<file path="src/rtl/wb_test_slave_regs.sv">
// Classic Wishbone register-file responder with programmable wait states,
// byte-lane writes and access counters for bench self-checks.
module wb_test_slave_regs #(
  parameter int unsigned ADDR_WIDTH    = 32,
  parameter int unsigned DATA_WIDTH    = 32,
  parameter int unsigned REG_ADDR_BITS = 4,
  parameter int unsigned WAIT_STATES   = 0,
  parameter logic [31:0] DEAD_VALUE    = 32'hDEADBEEF
) (
  input  logic                    wb_clk,
  input  logic                    wb_rst_n,
  input  logic                    wb_cyc_i,
  input  logic                    wb_stb_i,
  input  logic                    wb_we_i,
  input  logic [ADDR_WIDTH-1:0]   wb_addr_i,
  input  logic [DATA_WIDTH-1:0]   wb_data_i,
  input  logic [DATA_WIDTH/8-1:0] wb_sel_i,
  output logic [DATA_WIDTH-1:0]   wb_data_o,
  output logic                    wb_ack_o,
  output logic [15:0]             wr_count_o,
  output logic [15:0]             rd_count_o,
  output logic [15:0]             err_count_o
);

  localparam int unsigned NUM_REGS  = 1 << REG_ADDR_BITS;
  localparam int unsigned SEL_WIDTH = DATA_WIDTH / 8;
  localparam int unsigned CNT_WIDTH = 4;
  localparam bit          NO_WAIT   = (WAIT_STATES == 0);
  localparam logic [CNT_WIDTH-1:0] WAIT_LOAD =
    NO_WAIT ? '0 : CNT_WIDTH'(WAIT_STATES - 1);

  typedef enum logic [1:0] {
    IDLE = 2'd0,
    WAIT = 2'd1,
    ACK  = 2'd2
  } state_t;

  state_t                   state;
  logic [CNT_WIDTH-1:0]     wait_cnt;
  logic [DATA_WIDTH-1:0]    regs [NUM_REGS];

  logic                     req_c;
  logic                     in_range_c;
  logic [REG_ADDR_BITS-1:0] idx_c;
  logic [DATA_WIDTH-1:0]    wr_mask_c;
  logic                     commit_c;

  // Request decode, range check and register index
  always_comb begin
    req_c      = wb_cyc_i & wb_stb_i;
    in_range_c = (wb_addr_i[ADDR_WIDTH-1:REG_ADDR_BITS] == '0);
    idx_c      = wb_addr_i[REG_ADDR_BITS-1:0];
  end

  // Expand byte-lane selects into a bit mask
  always_comb begin
    wr_mask_c = '0;
    for (int i = 0; i < int'(SEL_WIDTH); i++) begin
      wr_mask_c[8*i +: 8] = {8{wb_sel_i[i]}};
    end
  end

  // The access completes at the edge that moves the FSM into ACK
  always_comb begin
    commit_c = 1'b0;
    if (req_c) begin
      if (state == IDLE && NO_WAIT) begin
        commit_c = 1'b1;
      end else if (state == WAIT && wait_cnt == '0) begin
        commit_c = 1'b1;
      end
    end
  end

  // Handshake FSM, register file, read data and counters
  always_ff @(posedge wb_clk or negedge wb_rst_n) begin
    if (!wb_rst_n) begin
      state       <= IDLE;
      wait_cnt    <= '0;
      wb_ack_o    <= 1'b0;
      wb_data_o   <= '0;
      wr_count_o  <= '0;
      rd_count_o  <= '0;
      err_count_o <= '0;
      for (int i = 0; i < int'(NUM_REGS); i++) begin
        regs[i] <= '0;
      end
    end else begin
      wb_ack_o  <= 1'b0;
      wb_data_o <= '0;

      case (state)
        IDLE: begin
          if (req_c && !NO_WAIT) begin
            wait_cnt <= WAIT_LOAD;
            state    <= WAIT;
          end
        end
        WAIT: begin
          if (!req_c) begin
            state <= IDLE;
          end else if (wait_cnt != '0) begin
            wait_cnt <= wait_cnt - CNT_WIDTH'(1);
          end
        end
        ACK: begin
          state <= IDLE;
        end
        default: begin
          state <= IDLE;
        end
      endcase

      if (commit_c) begin
        state    <= ACK;
        wb_ack_o <= 1'b1;
        if (in_range_c) begin
          if (wb_we_i) begin
            regs[idx_c] <= (regs[idx_c] & ~wr_mask_c) | (wb_data_i & wr_mask_c);
            wr_count_o  <= wr_count_o + 16'd1;
          end else begin
            wb_data_o  <= regs[idx_c];
            rd_count_o <= rd_count_o + 16'd1;
          end
        end else begin
          err_count_o <= err_count_o + 16'd1;
          if (!wb_we_i) begin
            wb_data_o <= DATA_WIDTH'(DEAD_VALUE);
          end
        end
      end
    end
  end

endmodule

</file>
<file path="config.mk">
export PLATFORM = sky130hd
export DESIGN_NAME = wb_test_slave_regs
export DESIGN_NICKNAME = d
export VERILOG_FILES = /design/src/rtl/wb_test_slave_regs.sv
export SDC_FILE = /design/constraint.sdc
export NUM_CORES = 1
export LEC_CHECK = 0
export BUFFER_PORTS_ARGS = -buffer_cell sky130_fd_sc_hd__buf_2
export CAP_MARGIN = 5
export CORE_ASPECT_RATIO = 1.1
export CORE_MARGIN = 3
export CORE_UTILIZATION = 50
export DETAILED_ROUTE_END_ITERATION = 6
export PLACE_DENSITY = 0.66
export SYNTH_ARGS = -nofsm -noshare
export SYNTH_HDL_FRONTEND = slang
export SYNTH_SLANG_ARGS = --single-unit
</file>
<file path="constraint.sdc">
create_clock -name wb_clk -period 2.5 [get_ports wb_clk]
set_input_delay 0.5 -clock wb_clk [delete_from_list [all_inputs] [get_ports wb_clk]]
set_output_delay 0.5 -clock wb_clk [all_outputs]
set_load 0.01 [all_outputs]
</file>
==> summary.txt, run 1 <==
Clocking
  • CTS tree: built
  • Clock Root Buffer: clkbuf_16
  • Setup Buffers After CTS: 0
  • CTS max path bufs: 3
  • CTS clk-pin slew, worst paths: 0.06 ns
  • TritonCTS Buffers: 59
  • CTS HTree Levels: 2
  • Clock Sinks: 594
  • Worst skew pair latency: 0.62 ns

Floorplan
  • Rows: 89
  • Die Area: 0.0581 mm2
  • Io pins: 154
  • Core Box Area: 0.0541 mm2
  • Die Y: 253 um
  • Initial core utilization: 51.1%
  • Die width: 230 um

Final layout
  • Ant diodes: 0
  • Area grow syn2layout: 18.6%
  • FF/Latch Area: 0.0149 mm2
  • Final Cell Area: 0.0328 mm2
  • Fill cell count: 4210
  • Core Util, Final: 60.6%
  • Multi-input gate area: 0.0120 mm2
  • Nets: 2306
  • Layout cell share with drive strength beyond 1: 48.8%

Job
  • Max_cap viols: 0

Setup path
  • Crit Path Max Fanout: 12
  • Reg-to-reg slack, setup: 0.29 ns
  • Reg2reg start: state[1]
  • Crit path DAT: 2.73 ns
  • Crit start category: input pin
  • Setup CP Type: in -> reg
  • Reg2Reg Depth: 7
  • Critical Path End Type: flop
  • CP required: 2.99 ns
  • RR Endpoint: regs[121]

Timing
  • Worst Max-Slew Pin Slew: 0.532 ns
  • Post-route minimum period: 2.24 ns
  • RSZ-0062 raised after global routing: false
  • Clock skew: 0.0197 ns
  • Setup violations, final: 0
  • Max-slew violation count: 0
  • Final critical-path share of the clock period: 89.6%
  • Fmax: 0.446 GHz
  • Hold Slack: 0.157 ns
  • Setup TNS: 0 ns
  • Final hold vios: 0
  • Relative slew slack: 63.5%

Power
  • Peak supply drop: 0.559 mV
  • Pleak: 0.0169 uW
  • Pwr dens: 619 mW/mm2

Synth
  • Synth warnings: 0
  • Commonest cells post-synth: dfrtp_1, mux2_2, mux2i_1
  • Post-synth ARST share: 100%
  • Synth Register Bits: 594
  • Top-count cell post-synth: dfrtp_1
  • Synthesized cell area: 0.0276 mm2
  • Area leader, netlist: dfrtp_1
  • Yosys top cell area share: 53.8%
  • Mapped Nets: 2031
  • Post-synth EDFFs: 0
  • Sequential area share after synthesis: 53.8%
  • Avg Cell Area, Syn: 14.1 um2
  • Synth unique cells: 47
  • Top post-synthesis cells by area: dfrtp_1, mux2_2, mux4_2
  • Post-synthesis cell count: 1955
  • Prevailing post-synth register cell: dfrtp_1

GRT
  • Total track usage: 24.4%
  • Gr busiest metal: met2
  • Largest net degree at the start of global routing: 85
  • Grt total ovfl: 0
  • Global-route wire length before repair: 110 mm
  • GR Util met2: 40.5%
  • Vias in the first global route: 18400
  • Initial antenna violation count: 1
  • Routing usage on met1: 33.8%
  • Met3 usage: 3.91%

Min path
  • Hold Path Depth: 2
  • Hold Path Sink: state[1]
  • Hold Path Class: in -> reg
  • Min-delay src: wb_cyc_i

Route
  • DR WL/cell: 23.4 um
  • Post-route ant nets: 0
  • Initial drt markers: 1093
  • TritonRoute pass-1 iters: 5
  • Drt drc: 0
  • DR vias: 17500
  • Vias/cell: 5.83
  • Drt total wl: 70.3 mm

Place
  • HPWL after detailed placement: 46.0 mm
  • GP Congestion: 0.812
  • Placed instance area: 0.0308 mm2
  • # port buffers: 153

Outcome
  • Status: completed
[what timing repair did]
item                                   CTS  global route
gates resized for setup                  0             0
endpoints found under the hold margin   38             0
hold buffers                             1             0
[cells in the final DEF, fill, tap and decap left out, types with 35 or more instances in the layout]
master | netlist | final
nor3_1 | 36 | 35
mux2i_1 | 105 | 105
mux4_2 | 64 | 64
nand2_1 | 47 | 47
buf_12 | 0 | 50
clkbuf_16 | 0 | 61
dfrtp_1 | 594 | 594
nor2_1 | 72 | 71
mux2_2 | 543 | 543
buf_4 | 5 | 162
buf_2 | 54 | 149
[cell type report]
class	instances	share of cell area, %
clock buffer	98	5.63
clock inverter	11	0.412
inverter	2	0.0229
multi-input combinational	1209	36.7
sequential	594	45.3
tap	728	2.78
timing repair buffer	364	9.16
[power breakdown]
group | total, uW | switching (uW) | leakage, uW | internal, uW
clock | 8990 | 3690 | 0.000970 | 5300
combinational | 1570 | 981 | 0.00762 | 589
sequential | 9740 | 70.8 | 0.00828 | 9670
total | 20300 | 4740 | 0.0169 | 15600
[metal layers]
| metal | share of wire, % | vias up |
|---|---|---|
| met1 | 44 | 9267 |
| met4 | 2.4 | 0 |
| met3 | 4.8 | 105 |
| met2 | 49 | 377 |
| li1 | - | 7767 |
| met5 | 0 | - |
[per-stage QoR]
step,setup slack (ns),instances,total power [uW]
after CTS,0.303,3006,20500
after detailed placement,-0.318,2896,11500
final,0.259,3006,20300
after global routing,0.198,3006,21000
after global placement,-0.317,2896,11500
after floorplan,0.000361,1955,10600
[logic make-up after synthesis]
kind of cell | synth area share [%]
flops | 53.8
buf+inv | 2.81
mux | 32.2
compound gates | 4.47
fa+ha+maj | 0.136
xor+xnor | 1.43
simple gates | 5.14
[sequential cells by signal (all words and copies together) (netlist names)]
name	count
regs	512
wb_data_o	32
err_count_o	16
rd_count_o	16
wr_count_o	16
state	1
wb_ack_o	1
[worst max-delay path by stage]
stage                 start         to  cells past startpoint
3_3_place_gp   wb_addr_i[1]  regs[156]                      8
5_1_grt        wb_addr_i[1]  regs[444]                      8
4_1_cts            state[1]  regs[121]                      7
6_report       wb_addr_i[1]  regs[252]                      8
2_1_floorplan  wb_addr_i[1]  regs[134]                      9
3_5_place_dp   wb_addr_i[1]  regs[476]                      8
[critical path, cell delays in order]
cell and delay [ns]:
buf_8 0.13, buf_12 0.18, buf_4 0.20, mux4_2 0.52, mux2i_1 0.43, nor3_1 0.08, or2_1 0.35, mux2_2 0.31
Note: power is estimated with default switching activity, not from simulation.
==> run 2: changes to the inputs <==
--- a/config.mk
+++ b/config.mk
@@ -8,10 +8,9 @@
 export BUFFER_PORTS_ARGS = -buffer_cell sky130_fd_sc_hd__buf_2
 export CAP_MARGIN = 5
 export CORE_ASPECT_RATIO = 1.1
-export CORE_MARGIN = 3
-export CORE_UTILIZATION = 50
+export CORE_UTILIZATION = 25
 export DETAILED_ROUTE_END_ITERATION = 6
-export PLACE_DENSITY = 0.66
+export PLACE_DENSITY = 0.38
 export SYNTH_ARGS = -nofsm -noshare
 export SYNTH_HDL_FRONTEND = slang
 export SYNTH_SLANG_ARGS = --single-unit
==> summary.txt, run 2 (synthesized netlist as in run 1, its figures left out) <==
Outcome
  • Status: completed

Timing
  • Relative slew slack: 51.2%
  • Max-slew violation count: 0
  • RSZ-0062 raised after global routing: false
  • Final hold vios: 0
  • Setup violations, final: 0
  • Setup ws final: 0.277 ns
  • Fmax: 0.450 GHz
  • Worst Max-Slew Pin Slew: 0.714 ns
  • Clock skew: 0.0182 ns
  • Final critical-path share of the clock period: 88.9%
  • Post-route minimum period: 2.22 ns

Route
  • Vias/cell: 4.66
  • WL met2: 40.5 mm
  • DR WL/cell: 22.4 um
  • TritonRoute pass-1 iters: 7
  • Post-route ant nets: 0
  • DR vias: 17500
  • Detailed route wirelength on metal3: 2.87 mm
  • Initial drt markers: 811
  • Wl on met1: 38.9 mm
  • DR top layer: met5
  • Drt drc: 0
  • Drt total wl: 83.9 mm

Clocking
  • Setup Buffers After CTS: 0
  • TritonCTS Buffers: 69
  • CTS max path bufs: 3
  • CTS tree: built
  • Clock Sinks: 594
  • CTS clk-pin slew, worst paths: 0.06 ns
  • CTS HTree Levels: 3
  • Clock Root Buffer: clkbuf_16
  • Worst skew pair latency: 0.62 ns
  • Post-cts repair resize count: 0

Final layout
  • Nets: 2358
  • Biggest register: regs
  • Ant diodes: 0
  • Top flop regs: regs x512, wb_data_o x32
  • Commonest cells after routing, fill and taps aside: dfrtp_1, mux2_2, buf_4, buf_2, mux2i_1
  • Max reg flops: 512
  • Commonest non-fill, non-tap cell in the layout: dfrtp_1
  • Area grow syn2layout: 24.4%
  • Layout cell share with drive strength beyond 1: 50.3%

Setup path
  • Critical Path End Type: flop
  • Setup CP Type: reg -> reg
  • Crit Path Max Fanout: 2
  • Buf+Inv Stages, Crit Path: 2
  • CP delay by family, top: multiplexers
  • CP required: 2.98 ns
  • Crit path largest cell delay: 0.61 ns
  • Slowest CP cell: a2111oi_0
  • Crit path DAT: 2.70 ns
  • CP Cell Sequence: mux4_2 -> mux2i_1 -> buf_4 -> nor2_1 -> a2111oi_0 -> buf_4 -> nor2_1
  • Crit start category: flop

Floorplan
  • Die Area: 0.112 mm2
  • Io pins: 154
  • Die Y: 351 um
  • Core Box Area: 0.109 mm2
  • Rows: 127
  • Die width: 319 um
  • Initial core utilization: 25.3%

Place
  • # port buffers: 153
  • Setup WS pre-CTS: -0.435 ns
  • GP Congestion: 0.735
  • HPWL after detailed placement: 55.9 mm

Job
  • Max_cap viols: 0

Power
  • Pleak: 0.0173 uW
  • Clock share of power: 47.9%
  • Pint: 16600 uW
  • Switch Pwr: 5240 uW
  • Total Power: 21900 uW
  • Combinational power share: 7.6%
  • Peak supply drop: 0.365 mV
  • Sequential share of power: 44.6%
  • Sw Share: 24.0%
  • Pwr dens: 637 mW/mm2

GRT
  • Vias in the first global route: 19000
  • Grt total ovfl: 0
  • Total track usage: 15.2%
  • Initial antenna violation count: 6
  • Global-route wire length before repair: 128 mm
  • Largest net degree at the start of global routing: 53

Min path
  • Hold Path Class: in -> reg
run 2: what timing repair did:
action                                 in CTS  in global routing
hold buffers                                1                  0
endpoints found under the hold margin      38                  0
setup endpoints to repair                   0                  0
run 2: power by group through the flow:
stage	clock, uW	combinational (uW)	sequential [uW]
CTS	10900	1700	9750
floorplan	0	677	9930
finish	10500	1650	9750
detailed placement	0	1690	9930
global placement	0	1670	9920
global route	11300	1810	9750
run 2: final timing paths:
check                                 from              end  slack (ns)  cells after the start
hold / removal                    wb_cyc_i         state[1]        0.17                      2
max in group asynchronous         wb_rst_n    wb_data_o[20]        1.23                      4
setup reg to reg                 regs[255]    wb_data_o[31]        0.28                      7
hold reg to reg            err_count_o[15]  err_count_o[15]        0.46                      1
min in group asynchronous         wb_rst_n    wr_count_o[6]        0.42                      2
setup / recovery                 regs[255]    wb_data_o[31]        0.28                      7
run 2: final cells by class:
| class | instances | area (um2) |
|---|---|---|
| repair buffers | 406 | 3340 |
| clock buffers | 110 | 2160 |
| flip-flops and latches | 594 | 14900 |
| clock inverters | 14 | 193 |
| well taps | 1419 | 1780 |
| multi-input cells | 1209 | 12000 |
| fillers | 10800 | 74900 |
| inverters | 2 | 7.51 |
run 2: layer usage:
metal	vias to the layer above	GRT usage (%)
met3	101	2.29
li1	7862	-
met2	287	25.7
met4	4	4.04
met1	9224	20.3
met5	-	0
run 2: through the flow:
step | cells | util (%) | cell area, um2 | hold WS (ns) | TNS (ns)
finish | 3754 | 31.4 | 34400 | 0.170 | 0
global placement | 3629 | 29.3 | 32000 | 0.459 | -23.06
global route | 3754 | 31.4 | 34400 | 0.180 | 0
CTS | 3754 | 31.4 | 34400 | 0.123 | 0
detailed placement | 3629 | 29.3 | 32000 | 0.459 | -31.66
floorplan | 1955 | - | 27600 | 0.204 | 0
